==> config.mk <==
export PLATFORM = sky130hd
export DESIGN_NAME = membridge_mem_ctrl
export DESIGN_NICKNAME = d
export VERILOG_FILES = /design/src/rtl/membridge_mem_ctrl.sv
export SDC_FILE = /design/constraint.sdc
export NUM_CORES = 1
export LEC_CHECK = 0
export ABC_AREA = 1
export CORE_MARGIN = 1.5
export CORE_UTILIZATION = 46
export DETAILED_ROUTE_END_ITERATION = 16
export PLACE_DENSITY_LB_ADDON = 0.12
export SYNTH_ARGS = -nofsm -noshare
export SYNTH_HDL_FRONTEND = slang
export SYNTH_SLANG_ARGS = --single-unit
==> constraint.sdc <==
create_clock -name sys_clk -period 10.83 [get_ports sys_clk]
set_input_delay 1.6245 -clock sys_clk [delete_from_list [all_inputs] [get_ports sys_clk]]
set_output_delay 1.6245 -clock sys_clk [all_outputs]
set_load 0.01 [all_outputs]
==> src/rtl/membridge_mem_ctrl.sv <==
// Memory-side burst sequencer: drains the write FIFO into single-beat memory writes and
// fills the read FIFO from single-beat memory reads, with one request outstanding at a time.
module membridge_mem_ctrl #(
  parameter int unsigned ADDR_W = 32
) (
  input  logic              sys_clk,
  input  logic              sys_rst,
  input  logic              cmd_valid,
  output logic              cmd_ready,
  input  logic              cmd_write,
  input  logic [ADDR_W-1:0] cmd_addr,
  input  logic [2:0]        cmd_len,
  input  logic              wr_valid,
  input  logic [63:0]       wr_data,
  output logic              wr_ready,
  input  logic              rd_ready,
  output logic              rd_valid,
  output logic [63:0]       rd_data,
  output logic              mem_req,
  output logic              mem_we,
  output logic [ADDR_W-1:0] mem_addr,
  output logic [63:0]       mem_wdata,
  input  logic              mem_ack,
  input  logic [63:0]       mem_rdata,
  output logic              busy,
  output logic              done
);

  typedef enum logic [2:0] {
    StIdle,
    StWrFetch,
    StWrReq,
    StRdWait,
    StRdReq,
    StDone
  } state_e;

  state_e            state_q, state_d;
  logic [ADDR_W-1:0] addr_q, addr_d;
  logic [2:0]        len_q, len_d;
  logic [2:0]        cnt_q, cnt_d;
  logic [63:0]       wdata_q, wdata_d;
  logic [63:0]       rdata_q, rdata_d;
  logic              rd_valid_q, rd_valid_d;
  logic              cmd_ready_q, cmd_ready_d;
  logic              last_beat;

  assign last_beat = (cnt_q == len_q);

  always_comb begin
    state_d    = state_q;
    addr_d     = addr_q;
    len_d      = len_q;
    cnt_d      = cnt_q;
    wdata_d    = wdata_q;
    rdata_d    = rdata_q;
    rd_valid_d = 1'b0;
    unique case (state_q)
      StIdle: begin
        if (cmd_valid && cmd_ready_q) begin
          addr_d  = cmd_addr;
          len_d   = cmd_len;
          cnt_d   = 3'd0;
          state_d = cmd_write ? StWrFetch : StRdWait;
        end
      end
      StWrFetch: begin
        if (wr_valid) begin
          wdata_d = wr_data;
          state_d = StWrReq;
        end
      end
      StWrReq: begin
        if (mem_ack) begin
          addr_d  = addr_q + ADDR_W'(1);
          cnt_d   = cnt_q + 3'd1;
          state_d = last_beat ? StDone : StWrFetch;
        end
      end
      StRdWait: begin
        if (rd_ready) begin
          state_d = StRdReq;
        end
      end
      StRdReq: begin
        if (mem_ack) begin
          rdata_d    = mem_rdata;
          rd_valid_d = 1'b1;
          addr_d     = addr_q + ADDR_W'(1);
          cnt_d      = cnt_q + 3'd1;
          state_d    = last_beat ? StDone : StRdWait;
        end
      end
      StDone: begin
        state_d = StIdle;
      end
      default: begin
        state_d = StIdle;
      end
    endcase
  end

  // Registered so cmd_ready stays low while reset is held and rises once out of reset.
  assign cmd_ready_d = (state_d == StIdle);

  always_ff @(posedge sys_clk or posedge sys_rst) begin
    if (sys_rst) begin
      state_q     <= StIdle;
      addr_q      <= '0;
      len_q       <= 3'd0;
      cnt_q       <= 3'd0;
      wdata_q     <= 64'd0;
      rdata_q     <= 64'd0;
      rd_valid_q  <= 1'b0;
      cmd_ready_q <= 1'b0;
    end else begin
      state_q     <= state_d;
      addr_q      <= addr_d;
      len_q       <= len_d;
      cnt_q       <= cnt_d;
      wdata_q     <= wdata_d;
      rdata_q     <= rdata_d;
      rd_valid_q  <= rd_valid_d;
      cmd_ready_q <= cmd_ready_d;
    end
  end

  assign cmd_ready = cmd_ready_q;
  assign wr_ready  = (state_q == StWrFetch) && wr_valid;
  assign rd_valid  = rd_valid_q;
  assign rd_data   = rdata_q;
  assign mem_req   = (state_q == StWrReq) || (state_q == StRdReq);
  assign mem_we    = (state_q == StWrReq);
  assign mem_addr  = addr_q;
  assign mem_wdata = wdata_q;
  assign busy      = (state_q != StIdle);
  assign done      = (state_q == StDone);

endmodule

==> impl_metrics.tcl, run 1 <==
set metrics [dict create \
    syn-cell-area_sq_mm 0.00790 \
    hold_buffers 0 \
    worstSkewPairLatency_ns 0.43 \
    syn_nets 1203 \
    ys_ff_latch 171 \
    fin_nets 1522 \
    cts_buffer_depth 2 \
    cts-htree-levels 4 \
    n_fill_cell 1336 \
    reg2reg_slack_ns 8.31 \
    seqPwrFrac_pct 33.6 \
    cts_tree "built" \
    synthCells 1031 \
    p_switching_mw 1.35 \
    coreArea_sq_mm 0.0167 \
    io_buffers 336 \
    place_congestion 0.872 \
    grt_usage_pct 26.6 \
    dp_hpwl_microns 16900 \
    synthTopCellsByCount "nand2_1, dfrtp_1, nor2_1, inv_1, buf_2" \
    path_clk_slew_ns 0.07 \
    grt_pass1_wl_microns 37300 \
    clock-sinks 171 \
    clock.fmax_mhz 183 \
    wl_per_cell_microns 15.0 \
    drt_iter0_markers 526 \
    drt_wl_total_microns 23800 \
    ios 337 \
    critPathCaptureType "output port" \
    dieArea_sq_mm 0.0180 \
    swShare_pct 38.4 \
    synth_enable_flop_cells 0 \
    fin_total_pwr_mw 3.52 \
    grt_pass1_vias 7341 \
    grt.overflow.total 0 \
    die_y_microns 134 \
    cap_violations 0 \
    yosysMostFrequentCell "nand2_1" \
    cts_resized 0 \
    rows 47 \
    fin_crit_sh_pct 50.6 \
    crit_type "in -> out" \
    cp_max_fo 66 \
    pre_cts_ws_ns 5.36 \
    yosysWarnings 0 \
    clockRootBuffer "clkbuf_16" \
    combPwrFrac_pct 47.5 \
    antenna_found_initial 0 \
    reg2reg_depth 9 \
    synth.largest_area_cell "dfrtp_1" \
    hold_violations 0 \
    fin_crit_ns 5.48 \
    r2r-start "state_q[1]$_DFF_PP0_" \
    skew_ns 0.00841 \
    ys_types 32 \
    worst_ir_drop_vdd_v 0.000140 \
    post_cts_buffers 0 \
    crit_path_end "wr_ready" \
    setup_violations 0 \
    power.share.clock_pct 18.9 \
    rsz0062_at_grt "no" \
    synth_area_leaders "dfrtp_1, nand2_1, nor2_1, inv_1, buf_2" \
    status "finished clean" \
    drive_gt1_share_pct 4.11 \
    synth_top_area_share_pct 54.2 \
    power_density_mw_per_mm2 294 \
    grt_max_degree 93 \
    start_util_pct 47.3 \
    cp-start-kind "input pin" \
    ys_seq_area_share_pct 54.2 \
    drtAntennaViolNets 0 \
    fin_ws_ns 5.35 \
    synth-main-ff-cell "dfrtp_1" \
    avgSynthCellArea_sq_um 7.66 \
    p_int_mw 2.17 \
    fin_tns_setup_ns 0 \
    hold_depth 2 \
    vias_per_cell 4.74 \
    finalMaxSlewViolations 0 \
    hp-class "reg -> reg" \
    r2r-end "mem_addr[23]$_DFFE_PP0P_" \
    vias 7507 \
    p_leak_nw 5.78 \
    tightestPinTransition_ns 1.01 \
    worstSetupStartpoint "wr_valid" \
    cts_buffers 17 \
    cp.arrival_ns 3.85 \
    areaGrowthSynthToFinish_pct 51.8 \
    async_reset_ff_share_pct 100 \
    worstPathRequired_ns 9.21 \
    fp.dieW_microns 134 \
    drtPass1Iterations 4 \
    drc 0 \
    maxSlewHeadroom_pct 33.0 \
]
flip-flops by register name (all words and copies together), names as in the netlist:
| name | flops |
|---|---|
| cnt_q | 3 |
| mem_wdata | 64 |
| cmd_ready | 1 |
| rd_valid | 1 |
| len_q | 3 |
| rd_data | 64 |
| mem_addr | 32 |
| state_q | 3 |
kinds of logic after synthesis:
kind of cell | count (synthesis) | share of synthesized area [%]
AOI/OAI and AO/OA | 37 | 2.65
xor gates and xnor gates | 15 | 1.66
adders and majority gates | 2 | 0.317
buffers and inverters | 79 | 5.02
DFF | 171 | 54.2
muxes | 1 | 0.143
and+or+nand+nor | 726 | 36.0
placed cells by master, fill, tap and decap left out, types with 2 or more instances in the layout:
cell and n:
nand2_1 574, clkinv_2 2, nand2_2 3, ha_1 2, nand3_1 23, bufinv_16 4
nand3b_1 10, nor2_4 2, o21ai_0 5, clkinv_1 2, dfrtp_1 171, nand4_1 3
clkdlybuf4s50_1 336, clkinv_4 2, inv_8 5, buf_4 6, nor2_2 3, clkbuf_16 17
o21ai_1 23, a21oi_1 5, or2_2 2, xnor2_1 6, clkinvlp_4 3, xor2_1 9
inv_1 32, nor2_1 102
area by class of cell:
class	count	area [sq um]	share of cell area, %
antenna	1	2.50	0.0209
tap	220	275	2.30
multi-input combinational	781	3230	26.9
clock inverter	15	215	1.80
timing repair buffer	342	3410	28.4
clock buffer	17	425	3.55
sequential	171	4280	35.7
inverter	37	151	1.26
worst min-delay path by stage:
stage                                     end  slack (ns)                      start
detailed placement  mem_wdata[13]$_DFFE_PP0P_        0.46  mem_wdata[13]$_DFFE_PP0P_
finish              mem_wdata[13]$_DFFE_PP0P_        0.48  mem_wdata[13]$_DFFE_PP0P_
CTS                  mem_wdata[8]$_DFFE_PP0P_        0.48   mem_wdata[8]$_DFFE_PP0P_
floorplan                len_q[1]$_DFFE_PP0P_        0.50       len_q[1]$_DFFE_PP0P_
global route        mem_wdata[11]$_DFFE_PP0P_        0.49  mem_wdata[11]$_DFFE_PP0P_
global placement    mem_wdata[32]$_DFFE_PP0P_        0.46  mem_wdata[32]$_DFFE_PP0P_
through the flow:
stage	std cells	util, %	area, sq um	hold WS (ns)
floorplan	1031	-	7900	0.501
global placement	1551	67.9	11300	0.460
detailed placement	1551	67.9	11300	0.464
CTS	1583	71.8	12000	0.482
global route	1583	71.8	12000	0.491
finish	1584	71.8	12000	0.475
per-layer routing:
metal  wire (microns)  part of all wire, %  GRT usage, %  vias up
li1                 -                    -             -     3773
met1             9580                   40          31.8     3409
met2            11600                   49          44.8      281
met3             1800                  7.6          8.20       44
met4              782                  3.3          10.8        0
met5                0                    0             0        -
power by group through the flow:
| stage | Combinational (mW) | Sequential (mW) | Clock (mW) |
|---|---|---|---|
| floorplan | 0.741 | 1.29 | 0 |
| global placement | 1.64 | 1.18 | 0 |
| detailed placement | 1.68 | 1.18 | 0 |
| CTS | 1.69 | 1.18 | 0.674 |
| global route | 1.84 | 1.22 | 0.702 |
| finish | 1.67 | 1.18 | 0.666 |
critical path, stage by stage:
cell and delay, ns:
clkdlybuf4s50_1 0.50, nand2_2 0.06, buf_4 0.32, clkinv_1 0.10, buf_4 0.52, clkdlybuf4s50_1 0.66
Note: power is estimated with default switching activity, not from simulation.
==> run 2, diff against run 1 <==
Settings changed: CORE_UTILIZATION 46 to 39.
Clock period 10.83 ns to 4.71 ns, I/O delays scaled along.
==> impl_metrics.tcl, run 2 (synthesis gave the netlist of run 1 again) <==
set metrics [dict create \
    drc 0 \
    tightestPinTransition_ns 1.08 \
    reg2reg_slack_ns 2.22 \
    hold_buffers 0 \
    critPathMaxStageDelay_ns 0.60 \
    path_cells "o21ai_1, nand2_2, inv_8, clkdlybuf4s50_1" \
    rsz0062_at_grt "no" \
    stdcell_count 1627 \
    setup_violations 0 \
    critPathCaptureType "output port" \
    hold_violations 0 \
    cp.arrival_ns 2.48 \
    cap_violations 0 \
    fin_crit_sh_pct 67.7 \
    place_congestion 0.845 \
    grt_usage_pct 23.4 \
    post_cts_buffers 0 \
    cts_buffers 17 \
    final_cell_mix "nand2_1, clkdlybuf4s50_1, dfrtp_1" \
    fp.dieW_microns 145 \
    fin_crit_ns 3.19 \
    drt_wl_total_microns 24100 \
    areaGrowthSynthToFinish_pct 52.2 \
    multi_input_area_sq_mm 0.00323 \
    fin_nets 1521 \
    coreArea_sq_mm 0.0197 \
    crit_type "reg -> out" \
    io_buffers 336 \
    grt_pass1_wl_microns 39100 \
    power_density_mw_per_mm2 669 \
    cts_tree "built" \
    drt_iter0_markers 405 \
    cts-htree-levels 4 \
    vias_per_cell 4.61 \
    worst_ir_drop_vdd_v 0.000310 \
    drive_gt1_share_pct 4.04 \
    path_clk_slew_ns 0.06 \
    fin_tns_setup_ns 0 \
    grt_max_degree 172 \
    drtAntennaViolNets 0 \
    worstSkewPairLatency_ns 0.43 \
    maxSlewHeadroom_pct 28.1 \
    hp-class "reg -> reg" \
    dp_hpwl_microns 17200 \
    status "finished clean" \
    die_y_microns 145 \
    clock.fmax_mhz 314 \
    drtPass1Iterations 5 \
    p_leak_nw 5.78 \
    worstPathRequired_ns 4.00 \
    grt.overflow.total 0 \
    clock-sinks 171 \
    antenna_found_initial 1 \
    cts_resized 0 \
    slowest_stage "clkdlybuf4s50_1" \
    final_common_cell "nand2_1" \
    wl_per_cell_microns 14.8 \
    regArea_sq_mm 0.00428 \
    rows 51 \
    finalMaxSlewViolations 0 \
    fin_total_pwr_mw 8.04 \
    vias 7493 \
    post-place-cells 1595 \
    cts_buffer_depth 2 \
    start_util_pct 40.2 \
    cp-start-kind "register" \
    ios 337 \
    cp_max_fo 55 \
    dieArea_sq_mm 0.0211 \
    clockRootBuffer "clkbuf_16" \
    n_fill_cell 1756 \
    grt_pass1_vias 7306 \
    skew_ns 0.0108 \
]
## run 2: cell types whose count changed in the layout (fill, tap and decap cells not counted), sizes merged
cell	change
inv	+3
clkinv	-2
buf	-1
bufinv	-1
clkinvlp	-1
## run 2: power by group
group | switching [mW] | internal (mW) | leakage [nW]
Sequential | 0.541 | 2.18 | 2.14
Combinational | 1.93 | 1.90 | 3.34
Clock | 0.631 | 0.849 | 0.300
## run 2: final timing paths
| path | to | start | cells past startpoint |
|---|---|---|---|
| hold reg to reg | mem_wdata[4]$_DFFE_PP0P_ | mem_wdata[4]$_DFFE_PP0P_ | 2 |
| setup / recovery | mem_req | state_q[1]$_DFF_PP0_ | 4 |
| max in group asynchronous | len_q[2]$_DFFE_PP0P_ | sys_rst | 3 |
| setup reg to reg | mem_addr[23]$_DFFE_PP0P_ | state_q[2]$_DFF_PP0_ | 11 |
| hold / removal | mem_wdata[4]$_DFFE_PP0P_ | mem_wdata[4]$_DFFE_PP0P_ | 2 |
| min in group asynchronous | mem_addr[15]$_DFFE_PP0P_ | sys_rst | 3 |
## run 2: cell type report
| cell class | instances | share of cell area [%] |
|---|---|---|
| Sequential cell | 171 | 35.6 |
| Multi-Input combinational cell | 781 | 26.9 |
| Antenna cell | 1 | 0.0208 |
| Tap cell | 265 | 2.76 |
| Clock buffer | 17 | 3.54 |
| Clock inverter | 14 | 1.54 |
| Timing Repair Buffer | 341 | 28.4 |
| Inverter | 37 | 1.25 |
## run 2: worst max-delay path: cells and delay by family (launching register included)
| family | cells | cell delay, ns |
|---|---|---|
| buf+inv | 2 | 0.98 |
| flops | 1 | 0.45 |
| simple gates | 1 | 0.36 |
| compound gates | 1 | 0.25 |
## run 2: per-stage QoR
| step | cell area, sq um | util (%) | worst slack (ns) | hold WS (ns) |
|---|---|---|---|---|
| 2_1_floorplan | 7900 | - | 1.82 | 0.501 |
| 3_3_place_gp | 11400 | 58.0 | 2.01 | 0.460 |
| 3_5_place_dp | 11400 | 58.0 | 1.98 | 0.464 |
| 4_1_cts | 12000 | 61.1 | 1.52 | 0.482 |
| 5_1_grt | 12000 | 61.1 | 1.38 | 0.496 |
| 6_report | 12000 | 61.1 | 1.52 | 0.477 |
## run 2: per-layer routing
layer | vias to the layer above | global-route usage [%] | wire [microns]
met5 | - | 0 | 0
met4 | 0 | 7.35 | 456
met3 | 23 | 8.30 | 2030
met2 | 266 | 38.0 | 11400
met1 | 3429 | 29.0 | 10200
li1 | 3775 | - | -
